--- config.mk ---
export PLATFORM = sky130hd
export DESIGN_NAME = t03_sprite_compositor
export DESIGN_NICKNAME = d
export VERILOG_FILES = /design/src/rtl/t03_dpu_pkg.sv /design/src/rtl/t03_vga_timing.sv /design/src/rtl/t03_sprite_compositor.sv
export SDC_FILE = /design/constraint.sdc
export NUM_CORES = 1
export LEC_CHECK = 0
export BUFFER_PORTS_ARGS = -buffer_cell sky130_fd_sc_hd__buf_2
export CORE_MARGIN = 8
export CORE_UTILIZATION = 64
export CTS_CLUSTER_DIAMETER = 50
export DETAILED_ROUTE_END_ITERATION = 8
export GPL_TIMING_DRIVEN = 0
export PLACE_DENSITY_LB_ADDON = 0.1
export SLEW_MARGIN = 20
export SYNTH_ARGS = -nofsm -noshare
export SYNTH_HDL_FRONTEND = slang
export SYNTH_SLANG_ARGS = --single-unit
export TNS_END_PERCENT = 10
--- constraint.sdc ---
create_clock -name clk -period 9.2 [get_ports clk]
set_input_delay 0.46 -clock clk [delete_from_list [all_inputs] [get_ports clk]]
set_output_delay 0.46 -clock clk [all_outputs]
set_load 0.03 [all_outputs]
--- src/rtl/t03_dpu_pkg.sv ---
// Shared display-pipeline types and constants.
// VGA 640x480 timing defaults, RGB332 colour type, sprite helpers.
package t03_dpu_pkg;

  localparam int H_ACT  = 640;
  localparam int H_FP   = 16;
  localparam int H_SYNC = 96;
  localparam int H_BP   = 48;
  localparam int V_ACT  = 480;
  localparam int V_FP   = 10;
  localparam int V_SYNC = 2;
  localparam int V_BP   = 33;
  localparam int H_TOT  = H_ACT + H_FP + H_SYNC + H_BP;
  localparam int V_TOT  = V_ACT + V_FP + V_SYNC + V_BP;

  typedef logic [7:0] rgb332_t;

  localparam rgb332_t KEY_COLOR = 8'hE3;

  // A layer claims the pixel only when hit and not transparent.
  function automatic logic opaque(
    input logic    hit,
    input rgb332_t data,
    input rgb332_t key
  );
    return hit && (data != key);
  endfunction

endpackage

--- src/rtl/t03_vga_timing.sv ---
// Raster counters with raw sync, active window and frame markers.
// Sync/active are combinational from the current counter position.
module t03_vga_timing #(
  parameter int CW     = 11,
  parameter int H_ACT  = 640,
  parameter int H_FP   = 16,
  parameter int H_SYNC = 96,
  parameter int H_BP   = 48,
  parameter int V_ACT  = 480,
  parameter int V_FP   = 10,
  parameter int V_SYNC = 2,
  parameter int V_BP   = 33
) (
  input  logic          clk,
  input  logic          rst,
  input  logic          pix_en,
  output logic [CW-1:0] hcnt,
  output logic [CW-1:0] vcnt,
  output logic          hsync_raw,
  output logic          vsync_raw,
  output logic          active,
  output logic          frame_end,
  output logic          frame_start
);

  localparam int H_TOT = H_ACT + H_FP + H_SYNC + H_BP;
  localparam int V_TOT = V_ACT + V_FP + V_SYNC + V_BP;

  localparam logic [CW-1:0] H_LAST = CW'(H_TOT - 1);
  localparam logic [CW-1:0] V_LAST = CW'(V_TOT - 1);
  localparam logic [CW-1:0] H_SS   = CW'(H_ACT + H_FP);
  localparam logic [CW-1:0] H_SE   = CW'(H_ACT + H_FP + H_SYNC);
  localparam logic [CW-1:0] V_SS   = CW'(V_ACT + V_FP);
  localparam logic [CW-1:0] V_SE   = CW'(V_ACT + V_FP + V_SYNC);
  localparam logic [CW-1:0] H_AE   = CW'(H_ACT);
  localparam logic [CW-1:0] V_AE   = CW'(V_ACT);

  logic h_wrap;

  assign h_wrap = (hcnt == H_LAST);

  always_ff @(posedge clk) begin
    if (rst) begin
      hcnt <= '0;
      vcnt <= '0;
    end else if (pix_en) begin
      if (h_wrap) begin
        hcnt <= '0;
        vcnt <= (vcnt == V_LAST) ? '0 : vcnt + 1'b1;
      end else begin
        hcnt <= hcnt + 1'b1;
      end
    end
  end

  assign hsync_raw   = !(hcnt >= H_SS && hcnt < H_SE);
  assign vsync_raw   = !(vcnt >= V_SS && vcnt < V_SE);
  assign active      = (hcnt < H_AE) && (vcnt < V_AE);
  assign frame_end   = h_wrap && (vcnt == V_LAST);
  assign frame_start = pix_en && frame_end;

endmodule

--- src/rtl/t03_sprite_compositor.sv ---
// VGA pipeline: timing, double-buffered sprite layers, priority mux.
// Colour and sync leave two pix_en ticks after their raster position.
module t03_sprite_compositor #(
  parameter int NUM_SPR = 2,
  parameter int SPR_W   = 40,
  parameter int SPR_H   = 60,
  parameter int CW      = 11,
  parameter int AW      = 12,
  parameter int H_ACT   = t03_dpu_pkg::H_ACT,
  parameter int H_FP    = t03_dpu_pkg::H_FP,
  parameter int H_SYNC  = t03_dpu_pkg::H_SYNC,
  parameter int H_BP    = t03_dpu_pkg::H_BP,
  parameter int V_ACT   = t03_dpu_pkg::V_ACT,
  parameter int V_FP    = t03_dpu_pkg::V_FP,
  parameter int V_SYNC  = t03_dpu_pkg::V_SYNC,
  parameter int V_BP    = t03_dpu_pkg::V_BP,
  parameter logic [7:0] KEY_COLOR = t03_dpu_pkg::KEY_COLOR
) (
  input  logic                  clk,
  input  logic                  rst,
  input  logic                  pix_en,
  input  logic [7:0]            bg_color,
  input  logic [NUM_SPR*CW-1:0] spr_x,
  input  logic [NUM_SPR*CW-1:0] spr_y,
  input  logic [NUM_SPR-1:0]    spr_en,
  input  logic [NUM_SPR-1:0]    spr_flip,
  output logic [NUM_SPR*AW-1:0] spr_rom_addr,
  input  logic [NUM_SPR*8-1:0]  spr_rom_data,
  output logic                  hsync,
  output logic                  vsync,
  output logic [7:0]            color,
  output logic                  frame_start
);

  import t03_dpu_pkg::*;

  localparam logic [CW:0]   W_LIM = (CW+1)'(SPR_W);
  localparam logic [CW:0]   H_LIM = (CW+1)'(SPR_H);
  localparam logic [AW-1:0] W_AW  = AW'(SPR_W);
  localparam logic [AW-1:0] W_MAX = AW'(SPR_W - 1);

  logic [CW-1:0] hcnt;
  logic [CW-1:0] vcnt;
  logic          hs_raw;
  logic          vs_raw;
  logic          active;
  logic          frame_end;

  t03_vga_timing #(
    .CW(CW),
    .H_ACT(H_ACT), .H_FP(H_FP),
    .H_SYNC(H_SYNC), .H_BP(H_BP),
    .V_ACT(V_ACT), .V_FP(V_FP),
    .V_SYNC(V_SYNC), .V_BP(V_BP)
  ) u_timing (
    .clk(clk),
    .rst(rst),
    .pix_en(pix_en),
    .hcnt(hcnt),
    .vcnt(vcnt),
    .hsync_raw(hs_raw),
    .vsync_raw(vs_raw),
    .active(active),
    .frame_end(frame_end),
    .frame_start(frame_start)
  );

  logic [CW-1:0]      sh_x [NUM_SPR];
  logic [CW-1:0]      sh_y [NUM_SPR];
  logic [NUM_SPR-1:0] sh_en;
  logic [NUM_SPR-1:0] sh_flip;

  // Shadows only move on the last pixel, so a frame never tears.
  always_ff @(posedge clk) begin
    if (rst) begin
      for (int i = 0; i < NUM_SPR; i++) begin
        sh_x[i] <= '0;
        sh_y[i] <= '0;
      end
      sh_en   <= '0;
      sh_flip <= '0;
    end else if (pix_en && frame_end) begin
      for (int i = 0; i < NUM_SPR; i++) begin
        sh_x[i] <= spr_x[i*CW +: CW];
        sh_y[i] <= spr_y[i*CW +: CW];
      end
      sh_en   <= spr_en;
      sh_flip <= spr_flip;
    end
  end

  logic [NUM_SPR-1:0] hit_q;

  for (genvar g = 0; g < NUM_SPR; g++) begin : g_spr
    logic [CW:0]   dx;
    logic [CW:0]   dy;
    logic          hit;
    logic [AW-1:0] col;
    logic [AW-1:0] addr;
    logic [AW-1:0] addr_q;
    logic          hq;

    // One extra bit makes left/above positions large, hence misses.
    assign dx  = {1'b0, hcnt} - {1'b0, sh_x[g]};
    assign dy  = {1'b0, vcnt} - {1'b0, sh_y[g]};
    assign hit = sh_en[g] && (dx < W_LIM) && (dy < H_LIM);
    assign col = sh_flip[g] ? W_MAX - AW'(dx) : AW'(dx);
    assign addr = AW'(dy) * W_AW + col;

    always_ff @(posedge clk) begin
      if (rst) begin
        hq     <= 1'b0;
        addr_q <= '0;
      end else if (pix_en) begin
        hq     <= hit;
        addr_q <= hit ? addr : '0;
      end
    end

    assign hit_q[g] = hq;
    assign spr_rom_addr[g*AW +: AW] = addr_q;
  end

  logic act_q;
  logic hs_q;
  logic vs_q;

  always_ff @(posedge clk) begin
    if (rst) begin
      act_q <= 1'b0;
      hs_q  <= 1'b1;
      vs_q  <= 1'b1;
    end else if (pix_en) begin
      act_q <= active;
      hs_q  <= hs_raw;
      vs_q  <= vs_raw;
    end
  end

  rgb332_t pix;

  // Walk from lowest priority up so sprite 0 has the final word.
  always_comb begin
    pix = bg_color;
    for (int i = NUM_SPR - 1; i >= 0; i--) begin
      if (opaque(hit_q[i], spr_rom_data[i*8 +: 8], KEY_COLOR))
        pix = spr_rom_data[i*8 +: 8];
    end
  end

  always_ff @(posedge clk) begin
    if (rst) begin
      color <= 8'h00;
      hsync <= 1'b1;
      vsync <= 1'b1;
    end else if (pix_en) begin
      color <= act_q ? pix : 8'h00;
      hsync <= hs_q;
      vsync <= vs_q;
    end
  end

endmodule
==> metrics.md, run 1 <==
| Metric | Value |
|---|---|
| Outcome | finished clean |
| RSZ-0062 raised after global routing | no |
| Tcrit/Tclk final | 50.41% |
| Min Tclk post-route | 4.637 ns |
| Async SR Flop Fraction | 0% |
| Worst VDD drop | 0.1230 mV |
| Net Switching | 0.3765 mW |
| Net count after synthesis | 1075 |
| Layout cells sized above 1 | 15.06% |
| Via count | 6625 |
| Post-synth top area cell | edfxtp_1 |
| Core box area | 0.01257 mm2 |
| Final Hold Fails | 0 |
| Netlist cell types | 75 |
| Syn avg cell area | 9.068 um2 |
| Die height | 129.2 um |
| Crit-path most repeated cell | ha_1 |
| Crit path largest cell delay | 0.49 ns |
| Initial drt markers | 391 |
| CP startpoint | u_timing.vcnt[0]$_SDFFE_PP0P_ |
| Worst path slowest cell | xnor3_1 |
| Worst-Margin Slew | 1.066 ns |
| Crit path capture type | flop |
| Peak fanout along the critical path | 5 |
| Most common cell in the synthesized netlist | ha_1 |
| Top cell type's share of synthesized area | 16.12% |
| Crit path cell chain | inv_1 > ha_1 > inv_1 > fa_1 > a21o_1 > a21oi_1 > xnor2_1 > ha_1 > ha_1 > a21o_1 > a21oi_1 > xnor2_1 > ha_1 > nor3_1 > nor2_1 > o41ai_1 > xnor3_1 > xnor2_1 > o31ai_1 |
| Worst skew pair latency | 0.36 ns |
| Clk pwr share | 30.4% |
| CTS tree | built |
| Vias in the first global route | 6389 |
| #FFs+latches synth | 109 |
| Starting density of the core | 65.23% |
| Pre-Repair DR Iteration Count | 5 |
| Sequential area share after synthesis | 31.99% |
| Initial antenna violation count | 0 |
| Postcts setup bufs | 0 |
| Post-synth EDFFs | 44 |
| # setup viols final | 0 |
| Total grt overflow | 0 |
| Number of max-cap violations | 0 |
| Main area contributors after synthesis | edfxtp_1, dfxtp_1, ha_1, xnor2_1, a21oi_1 |
| Leakage power | 4.105 nW |
| Dpl hpwl | 14740 um |
| Largest net degree at the start of global routing | 54 |
| Num Clock Sinks | 109 |
| Hold Crit Depth | 3 |
| Port bufs | 109 |
| I/O pin count | 110 |
| Synthesis warning total | 0 |
| Final slew viol count | 0 |
| Hold_ws | 0.3414 ns |
| Synth top cells by count | ha_1, a21oi_1, inv_1 |
| CTS Buf Count | 9 |
| FF-to-FF End | g_spr[1].addr_q[11]$_SDFFE_PP0P_ |
| Worst-path clk slew | 0.08 ns |
| Area of the mapped netlist | 0.008198 mm2 |
| CTS resizes | 0 |
| Placed insts | 1185 |
| Internal power | 0.8549 mW |
| DRC | 0 |
| GP Congestion | 0.9141 |
| WHS Endpoint | sh_flip[0]$_SDFFE_PP0P_ |
| Worst reg2reg setup slack | 4.56 ns |
| Critical Path AT | 4.91 ns |
| Die area | 0.01669 mm2 |
| H-tree levels | 3 |
| Sw frac | 30.58% |
| Total GRT Usage | 23.21% |
| Post-Syn Instances | 904 |
| R2R cell count | 19 |
| Clock Skews | 0.01035 ns |
| Worst hold start | spr_flip[0] |
| Relative slew slack | 27.98% |
| Die width | 129.2 um |
| Post-Route WL | 18920 um |
| Cts hold-fix bufs | 0 |
| First-pass GRT wire length | 30830 um |
| CP startpoint kind | flop |
| Via density | 5.516 |
| Setup CP Type | reg2reg |
| Detail Route Antenna Nets | 0 |
| Root Buffer | clkbuf_16 |
| Buffer depth of the longest clock path | 2 |
| N_diodes | 0 |
| Final core utilization | 73.49% |
| Drt wl/cell | 15.75 um |
| Row Count | 41 |
| Fmax | 0.2156 GHz |
| Synthesis-to-finish area growth | 12.67% |
| Gate power share | 27.4% |
| Worst Hold Class | in2reg |
| FF-to-FF Start | u_timing.vcnt[0]$_SDFFE_PP0P_ |
| Most used DFF post-synth | dfxtp_1 |
| Seq pwr share | 42.2% |
| P per Cell Area | 133.3 mW/mm2 |
| Final non-filler cell total | 1201 |
| Layout net count | 1195 |
| Required @ worst endpoint | 9.47 ns |
| Setup TNS | 0 ns |
| Tot Pwr | 1.232 mW |
through the flow:
stage          worst slack (ns)  instance area, um2
5_1_grt                   4.301                9236
3_3_place_gp              4.642                8959
2_1_floorplan             5.100                8198
6_report                  4.563                9236
3_5_place_dp              4.607                8962
4_1_cts                   4.558                9236
worst max-delay path by stage:
stage	to	slack, ns	cells past startpoint
2_1_floorplan	g_spr[1].addr_q[11]$_SDFFE_PP0P_	5.10	18
3_3_place_gp	sh_x[0][6]$_SDFFCE_PN0P_	4.64	7
3_5_place_dp	g_spr[1].addr_q[11]$_SDFFE_PP0P_	4.61	19
4_1_cts	g_spr[1].addr_q[11]$_SDFFE_PP0P_	4.56	19
5_1_grt	g_spr[1].addr_q[11]$_SDFFE_PP0P_	4.30	19
6_report	g_spr[1].addr_q[11]$_SDFFE_PP0P_	4.56	19
cell usage in the layout, fill, tap and decap left out, types with 5 or more instances in the layout:
master     instances
mux2i_1           14
edfxtp_1          44
o21ai_0           23
a211oi_1           6
xor2_1            37
ha_1              88
inv_1             69
xnor2_1           56
nor4_1             5
fa_1               8
o21a_1             5
clkbuf_1          20
a21o_1            18
a21oi_1           77
nand4_1           21
o211ai_1          12
nand3_1           28
buf_2            112
nand2_1           47
dfxtp_1           65
nand2b_1          38
and2_1            51
clkbuf_16          9
nor2b_1           10
o21bai_1          10
nor2_1            60
nor3_1            14
kinds of logic (layout without fill, tap and decap cells):
logic type | count (synthesis) | after routing | synth area share, %
and+or+nand+nor | 301 | 301 | 19.80
AOI/OAI and AO/OA | 189 | 189 | 15.17
DFF | 109 | 109 | 31.99
xor gates and xnor gates | 98 | 98 | 11.19
buffers and inverters | 97 | 222 | 4.762
adders and majority gates | 96 | 96 | 15.38
muxes | 14 | 14 | 1.709
flip-flops by register name, indices dropped and copies added (netlist names):
signal,cells
sh_en,2
g_spr.hq,2
sh_flip,2
vsync,1
hsync,1
vs_q,1
hs_q,1
g_spr.addr_q,24
u_timing.hcnt,11
sh_x,22
sh_y,22
color,8
u_timing.vcnt,11
act_q,1
power by group through the flow:
stage / Clock (mW) / Combinational (mW) / Sequential [mW]
2_1_floorplan: 0 / 0.256 / 0.532
3_3_place_gp: 0 / 0.325 / 0.531
3_5_place_dp: 0 / 0.334 / 0.531
4_1_cts: 0.377 / 0.337 / 0.520
5_1_grt: 0.395 / 0.375 / 0.521
6_report: 0.374 / 0.338 / 0.520
cell type report:
class	instances	area, um2
buffer	28	135.1
inverter	69	259.0
multi-input combinational	698	5185
timing repair buffer	109	545.5
tap	172	215.2
clock buffer	9	225.2
sequential	109	2623
clock inverter	7	48.80
fill	1006	3332
critical path: cells and delay by family, from the launching register on:
kind                       cells  cell delay (ns)
adders and majority gates      5             1.61
AOI/OAI and AO/OA              6             1.09
xor gates and xnor gates       4             0.97
DFF                            1             0.36
and+or+nand+nor                2             0.28
buffers and inverters          2             0.26
layer usage:
| layer | part of all wire (%) | global-route usage, % | up-vias |
|---|---|---|---|
| met4 | 2.1 | 7.602 | 0 |
| met1 | 46 | 29.74 | 3006 |
| met2 | 45 | 38.20 | 192 |
| met5 | 0 | 0 | - |
| met3 | 7.0 | 4.848 | 22 |
| li1 | - | - | 3405 |
No activity file was read; power rests on OpenSTA's default activity.
==> run 2, diff against run 1 <==
CORE_UTILIZATION = 53   (was 64)
clock period = 3.8 ns   (was 9.2 ns; I/O delays follow)
==> run 2 against run 1 <==
Net effect:
- the run now ends with setup timing left
- worst setup slack worse by 4.8 ns
- global-route usage is 3.0 points lower
- sequential share of layout area is 2.2 points lower
- combinational power grew to 2.9 times the previous value
- largest cell class unchanged
==> metrics.md, run 2 (synthesis results as in run 1) <==
| Metric | Value |
|---|---|
| Via density | 5.381 (-2.5%) |
| Largest net degree at the start of global routing | 54 (unchanged) |
| Crit path largest cell delay | 0.41 ns (-0.08 ns) |
| FF-to-FF End | g_spr[1].addr_q[11]$_SDFFE_PP0P_ |
| Starting density of the core | 54.13% (-11 points) |
| Total GRT Usage | 20.23% (-3.0 points) |
| Initial antenna violation count | 1 (+1) |
| Required @ worst endpoint | 4.07 ns (-5.40 ns) |
| Regs by FF count | g_spr.addr_q x24, sh_x x22, sh_y x22 |
| R2R cell count | 17 (-2) |
| DRC | 0 (unchanged) |
| Fmax | 0.2484 GHz (+15%) |
| Most common cell after layout, fill and taps aside | buf_2 |
| Port bufs | 109 (unchanged) |
| First-pass GRT wire length | 32280 um (+4.7%) |
| Root Buffer | clkbuf_16 |
| Peak fanout along the critical path | 4 (-1) |
| Worst Hold Class | in2reg |
| Placed cell areas | 0.009021 mm2 (+0.66%) |
| Relative slew slack | 36.71% (+8.7 points) |
| Dpl hpwl | 14840 um (+0.66%) |
| Setup CP Type | reg2reg |
| Max reg flops | 24 (unchanged) |
| I/O pin count | 110 (unchanged) |
| Crit path cell chain | buf_12 > ha_1 > nor2b_1 > o21ai_1 > nor2b_4 > xnor2_4 > ha_1 > ha_2 > fa_2 > xor2_1 > ha_1 > nand2_1 > o21ai_1 > o41ai_2 > xnor3_1 > xnor2_1 > o31ai_1 |
| FF-to-FF Start | u_timing.vcnt[1]$_SDFFE_PP0P_ |
| Layout cells sized above 1 | 24.72% (+9.7 points) |
| Synthesis-to-finish area growth | 22.71% |
| Min Tclk post-route | 4.026 ns (-0.6118 ns) |
| RSZ-0062 raised after global routing | yes |
| Number of max-cap violations | 0 (unchanged) |
| Clock Skews | 0.008106 ns (-0.002242 ns) |
| Initial drt markers | 386 (-1.3%) |
| Cts hold-fix bufs | 0 (unchanged) |
| Worst-path clk slew | 0.07 ns (about the same) |
| Via count | 6758 (+2.0%) |
| # setup viols final | 3 (+3) |
| Leakage power | 4.409 nW (+7.4%) |
| Post-Route WL | 20170 um (+6.6%) |
| Die area | 0.01970 mm2 (+18%) |
| Worst hold start | spr_flip[0] |
| Die width | 140.4 um (+8.7%) |
| Hold Crit Depth | 3 (unchanged) |
| CTS Buf Count | 9 (unchanged) |
| Tcrit/Tclk final | 105.9% (+56 points) |
| Detail Route Antenna Nets | 0 (unchanged) |
| CP startpoint kind | flop |
| Critical Path AT | 4.30 ns (-0.61 ns) |
| Total grt overflow | 0 (unchanged) |
| Drt wl/cell | 16.06 um (+1.9%) |
| Outcome | complete, but fails checks |
| Final Cell Area | 0.01006 mm2 (+8.9%) |
| Largest delay share family, worst path | adder cells |
| Worst VDD drop | 0.3078 mV (+150%) |
| Pre-Repair DR Iteration Count | 8 (+3) |
| Layout net count | 1234 (+3.3%) |
| Final setup margin | -0.2256 ns (-4.788 ns) |
| GP Congestion | 0.8929 (-2.3%) |
| Register bank with the most flops | g_spr.addr_q |
| Buffer depth of the longest clock path | 2 (unchanged) |
| N_diodes | 0 (unchanged) |
| WHS Endpoint | sh_flip[0]$_SDFFE_PP0P_ |
| Stages on worst setup path | 17 (-2) |
| H-tree levels | 3 (unchanged) |
| Vias in the first global route | 6464 (+1.2%) |
| Crit path capture type | flop |
| Core box area | 0.01515 mm2 (+21%) |
| Commonest non-fill, non-tap cells in the layout | buf_2, ha_1, inv_1 |
| P per Cell Area | 317.1 mW/mm2 (+140%) |
| Num Clock Sinks | 109 (unchanged) |
| Worst path slowest cell | fa_2 |
| Worst-Margin Slew | 0.9390 ns (-0.1273 ns) |
| Final Hold Fails | 0 (unchanged) |
| Die height | 140.4 um (+8.7%) |
| Worst skew pair latency | 0.36 ns (about the same) |
| CTS tree | built |
| Failing checks | setup timing |
| Critical path buffer and inverter count | 1 (-1) |
| Crit-path most repeated cell | ha_1 |
| Setup WS pre-CTS | -0.4091 ns (-5.016 ns) |
| Row Count | 45 (+9.8%) |
| Final slew viol count | 0 (unchanged) |
| Worst reg2reg setup slack | -0.23 ns (-4.79 ns) |
[run 2: changes by cell type in the layout (fill, tap and decap cells not counted), sizes merged]
cell	delta
inv	-1
buf	+40
clkinv	-1
clkbuf	+1
[run 2: stage by stage]
stage	total power, mW	TNS [ns]	util [%]	std cells	hold WS, ns
final	3.190	-0.3702	66.42	1256	0.06802
after CTS	3.152	-2.083	64.44	1245	0.05842
after detailed placement	2.089	-0.8716	59.56	1201	0.4310
after floorplan	1.907	0	-	904	0.3372
after global placement	2.086	-44.10	59.54	1201	0.4311
after global routing	3.368	-1.631	66.42	1256	0.09968
[run 2: routing by layer]
metal / up-vias / share of wire, % / global-route usage, % / routed length, um
met3: 20 / 4.3 / 4.111 / 876
li1: 3502 / - / - / -
met4: 0 / 1.7 / 4.914 / 343
met5: - / 0 / 0 / 0
met1: 3096 / 48 / 26.43 / 9610
met2: 140 / 46 / 33.53 / 9335
[run 2: report_power, final]
part,total (mW),switching [mW],internal [mW]
registers,1.26,0.0169,1.24
clock network,0.942,0.450,0.492
logic,0.989,0.500,0.489
[run 2: area by class of cell]
cell class / count / area [um2]
Clock inverter: 5 / 40.04
Multi-Input combinational cell: 698 / 5593
Inverter: 69 / 264.0
Fill cell: 1278 / 5086
Tap cell: 188 / 235.2
Timing Repair Buffer: 148 / 895.9
Clock buffer: 11 / 254.0
Sequential cell: 109 / 2635
Buffer: 28 / 142.6
[run 2: repair_timing]
action / in CTS / in global routing
resized for setup: 49 / 47
setup buffers: 28 / 10
endpoints found under the setup margin: 6 / 17
pin swaps: 34 / 38
gates cloned: 0 / 1
[run 2: worst min-delay path, cell delays in order]
cell     delay [ns]
buf_2          0.07
mux2i_1        0.05
nor2_1         0.07
[run 2: worst max path at each step]
stage | from | endpoint | slack [ns]
global route | u_timing.vcnt[1]$_SDFFE_PP0P_ | g_spr[1].addr_q[11]$_SDFFE_PP0P_ | -0.38
finish | u_timing.vcnt[1]$_SDFFE_PP0P_ | g_spr[1].addr_q[11]$_SDFFE_PP0P_ | -0.23
detailed placement | u_timing.vcnt[0]$_SDFFE_PP0P_ | g_spr[0].addr_q[11]$_SDFFE_PP0P_ | -0.41
floorplan | u_timing.hcnt[0]$_SDFFE_PP0P_ | g_spr[0].addr_q[11]$_SDFFE_PP0P_ | 0.009
CTS | u_timing.vcnt[0]$_SDFFE_PP0P_ | g_spr[0].addr_q[11]$_SDFFE_PP0P_ | -0.20
global placement | u_timing.hcnt[1]$_SDFFE_PP0P_ | sh_y[0][12]$_SDFFCE_PN0P_ | -0.84
==> run 3, diff against run 2 <==
CORE_UTILIZATION = 54   (was 53)
SYNTH_HIERARCHICAL = 1   (was default)
==> run 3 against run 2 <==
Net effect:
- the flow still finishes with violations (setup timing)
- die area grew 1.1%
- final cell count increased by 3.3%
- fmax decreased by 0.44%
- global-route usage rose by 1.1 points
- sequential cell count is the same
- non-clock buffer count fell by 19
- critical endpoint unchanged
==> metrics.md, run 3 <==
| Metric | Value |
|---|---|
| Hold_ws | 0.03455 ns (-0.03347 ns) |
| Post-Syn Instances | 943 (+4.3%) |
| N_diodes | 0 (unchanged) |
| Buffer depth of the longest clock path | 2 (unchanged) |
| Via density | 5.512 (+2.4%) |
| Setup CP Type | reg2reg |
| Fill count | 1342 (+5.0%) |
| Fmax | 0.2473 GHz (-0.44%) |
| Die area | 0.01991 mm2 (+1.1%) |
| Synthesis-to-finish area growth | 18.43% |
| GRT busiest layer | met2 |
| Largest net degree at the start of global routing | 25 (-54%) |
| Port bufs | 109 (unchanged) |
| Netlist cell types | 81 (+8.0%) |
| DRC | 0 (unchanged) |
| P per Cell Area | 331.1 mW/mm2 (+4.4%) |
| RSZ-0062 raised after global routing | yes |
| Num Clock Sinks | 109 (unchanged) |
| Sequential area share after synthesis | 31.03% (-0.96 points) |
| Die width | 141.1 um (+0.52%) |
| Die height | 141.1 um (+0.52%) |
| Dpl hpwl | 16320 um (+10%) |
| Met1 global-route usage | 27.75% (+1.3 points) |
| Grt met2 use | 35.78% (+2.3 points) |
| Most common cell after layout, fill and taps aside | buf_2 |
| Critical Path AT | 4.30 ns (about the same) |
| Worst skew pair latency | 0.36 ns (about the same) |
| Pre-Repair DR Iteration Count | 4 (-4) |
| Total grt overflow | 0 (unchanged) |
| Net count after synthesis | 1115 (+3.7%) |
| #FFs+latches synth | 109 (unchanged) |
| Placed cell areas | 0.009364 mm2 (+3.8%) |
| Crit path cell chain | ha_1 > nor2b_1 > o21a_1 > or3_4 > and2_4 > ha_1 > ha_2 > fa_2 > xor2_1 > ha_1 > nand2_1 > o21ai_1 > o41ai_2 > xnor3_1 > xnor2_1 > o21ai_1 |
| Vias in the first global route | 6979 (+8.0%) |
| H-tree levels | 3 (unchanged) |
| Main area contributors after synthesis | edfxtp_1, dfxtp_1, ha_1, xnor2_1, a21oi_1 |
| Initial drt markers | 484 (+25%) |
| Initial antenna violation count | 0 (-1) |
| Starting density of the core | 55.39% (+1.3 points) |
| Final slew viol count | 0 (unchanged) |
| Required @ worst endpoint | 4.06 ns (about the same) |
| Detail Route Antenna Nets | 0 (unchanged) |
| Clock Skews | 0.009342 ns (+0.001236 ns) |
| Mux share of post-synthesis cell area | 1.199% (-0.51 points) |
| Adder-cell share of the synthesized area | 15.07% (-0.31 points) |
| I/O pin count | 110 (unchanged) |
| Core box area | 0.01526 mm2 (+0.74%) |
| Worst path slowest cell | dfxtp_4 |
| Crit path capture type | flop |
| Crit-path most repeated cell | ha_1 |
| Register bank with the most flops | g_spr.addr_q |
| Most used DFF post-synth | dfxtp_1 |
| Met3 Track Usage GR | 3.916% (-0.20 points) |
| Total GRT Usage | 21.35% (+1.1 points) |
| Synthesis warning total | 6 (+6) |
| Syn avg cell area | 8.963 um2 (-1.2%) |
| Tot Pwr | 3.314 mW (+3.9%) |
| Worst VDD drop | 0.2725 mV (-11%) |
| Post-synth top area cell | edfxtp_1 |
| Regs by FF count | g_spr.addr_q x24, sh_x x22, sh_y x22 |
| CTS Buf Count | 9 (unchanged) |
| Post-Route WL | 21020 um (+4.2%) |
| Number of max-cap violations | 0 (unchanged) |
| Failing checks | setup timing |
| CP startpoint kind | flop |
| Final core utilization | 65.60% (-0.82 points) |
| Crit path largest cell delay | 0.38 ns (-0.03 ns) |
| Drt wl/cell | 16.20 um (+0.92%) |
| Post-synth EDFFs | 44 (unchanged) |
| Area of the mapped netlist | 0.008452 mm2 (+3.1%) |
| Max reg flops | 24 (unchanged) |
| Row Count | 45 (unchanged) |
| Min Tclk post-route | 4.043 ns (+0.01781 ns) |
| # setup viols final | 2 (-1) |
| Most common cell in the synthesized netlist | ha_1 |
| Post-synthesis xor/xnor area fraction | 8.912% (-2.3 points) |
| Relative slew slack | 32.75% (-4.0 points) |
| Final setup margin | -0.2434 ns (-0.01781 ns) |
| Synth top cells by count | ha_1, inv_1, a21oi_1 |
| Commonest non-fill, non-tap cells in the layout | buf_2, ha_1, inv_1 |
| GP Congestion | 0.8865 (-0.72%) |
| Worst Hold Class | in2reg |
| CTS tree | built |
| Final Hold Fails | 0 (unchanged) |
| Tcrit/Tclk final | 106.4% (+0.47 points) |
| Layout net count | 1253 (+1.5%) |
| Root Buffer | clkbuf_16 |
| Layout cells sized above 1 | 22.47% (-2.3 points) |
| Compound-Gate Fraction of Synth Area | 19.42% (+4.3 points) |
| Peak fanout along the critical path | 5 (+1) |
| Final Cell Area | 0.01001 mm2 (-0.50%) |
| Worst-Margin Slew | 0.9978 ns (+0.05877 ns) |
| First-pass GRT wire length | 34560 um (+7.1%) |
| Top cell type's share of synthesized area | 15.63% (-0.48 points) |
| Async SR Flop Fraction | 0% (unchanged) |
| Leakage power | 4.415 nW (+0.13%) |
| Worst-path clk slew | 0.08 ns (about the same) |
| Post-Synth Simple-Gate Area | 19.29% (-0.51 points) |
| Via count | 7149 (+5.8%) |
| Outcome | complete, but fails checks |
| Largest family of logic cells by synthesized area | compound AO/OA/AOI/OAI gates |
==> run 3: critical path, delay by kind of cell (launching register included) <==
family / cells / cell delay (ns)
adders and majority gates: 5 / 1.43
AOI/OAI and AO/OA: 4 / 0.74
and+or+nand+nor: 4 / 0.72
xor gates and xnor gates: 3 / 0.66
DFF: 1 / 0.38
==> run 3: stage by stage <==
step	TNS [ns]	cells	setup WS, ns
6_report	-0.4493	1297	-0.2434
3_3_place_gp	-0.9244	1263	-0.4497
3_5_place_dp	-1.079	1264	-0.4626
5_1_grt	-1.109	1297	-0.4702
4_1_cts	-0.4754	1293	-0.2423
2_1_floorplan	-0.02258	943	-0.02258
==> run 3: worst paths after layout <==
path                                     from                               end  slack, ns  depth (start not counted)
min reg2reg  g_spr[1].addr_q[11]$_SDFFE_PP0P_  g_spr[1].addr_q[11]$_SDFFE_PP0P_       0.45                          2
max reg2reg     u_timing/vcnt[1]$_SDFFE_PP0P_  g_spr[1].addr_q[11]$_SDFFE_PP0P_      -0.24                         16
min                               spr_flip[1]           sh_flip[1]$_SDFFE_PP0P_       0.03                          3
max             u_timing/vcnt[1]$_SDFFE_PP0P_  g_spr[1].addr_q[11]$_SDFFE_PP0P_      -0.24                         16
==> run 3: cells by family (layout without fill, tap and decap cells) <==
| group | count (synthesis) | in the layout |
|---|---|---|
| and+or+nand+nor | 300 | 300 |
| AOI/OAI and AO/OA | 238 | 238 |
| DFF | 109 | 109 |
| buffers and inverters | 107 | 250 |
| adders and majority gates | 97 | 97 |
| xor gates and xnor gates | 82 | 82 |
| muxes | 10 | 10 |
==> run 3: routing by layer <==
layer  vias up  wire [um]
met4         0        259
met2       165       9818
met3        20       1018
li1       3639          -
met1      3325       9920
met5         -          0
==> run 3: layout make-up <==
type                       count  area [um2]  share of cell area [%]
multi-input combinational    727        5630                   56.25
sequential                   109        2638                   26.35
timing repair buffer         127       700.7                   7.000
inverter                      77       289.0                   2.887
tap                          211       264.0                   2.637
clock buffer                   9       225.2                   2.250
buffer                        30       140.1                   1.400
clock inverter                 7       122.6                   1.225
==> run 3: repair_timing <==
action,CTS,global route
hold endpoints to repair,0,0
gates resized for setup,29,19
setup buffers,13,4
hold buffers,0,0
endpoints found under the setup margin,5,7
pin swaps,19,17
==> run 3: power by group <==
part           switching [mW]  total (mW)  internal (mW)
clock network           0.453        1.10          0.648
logic                   0.505       0.953          0.449
registers              0.0170        1.26           1.24
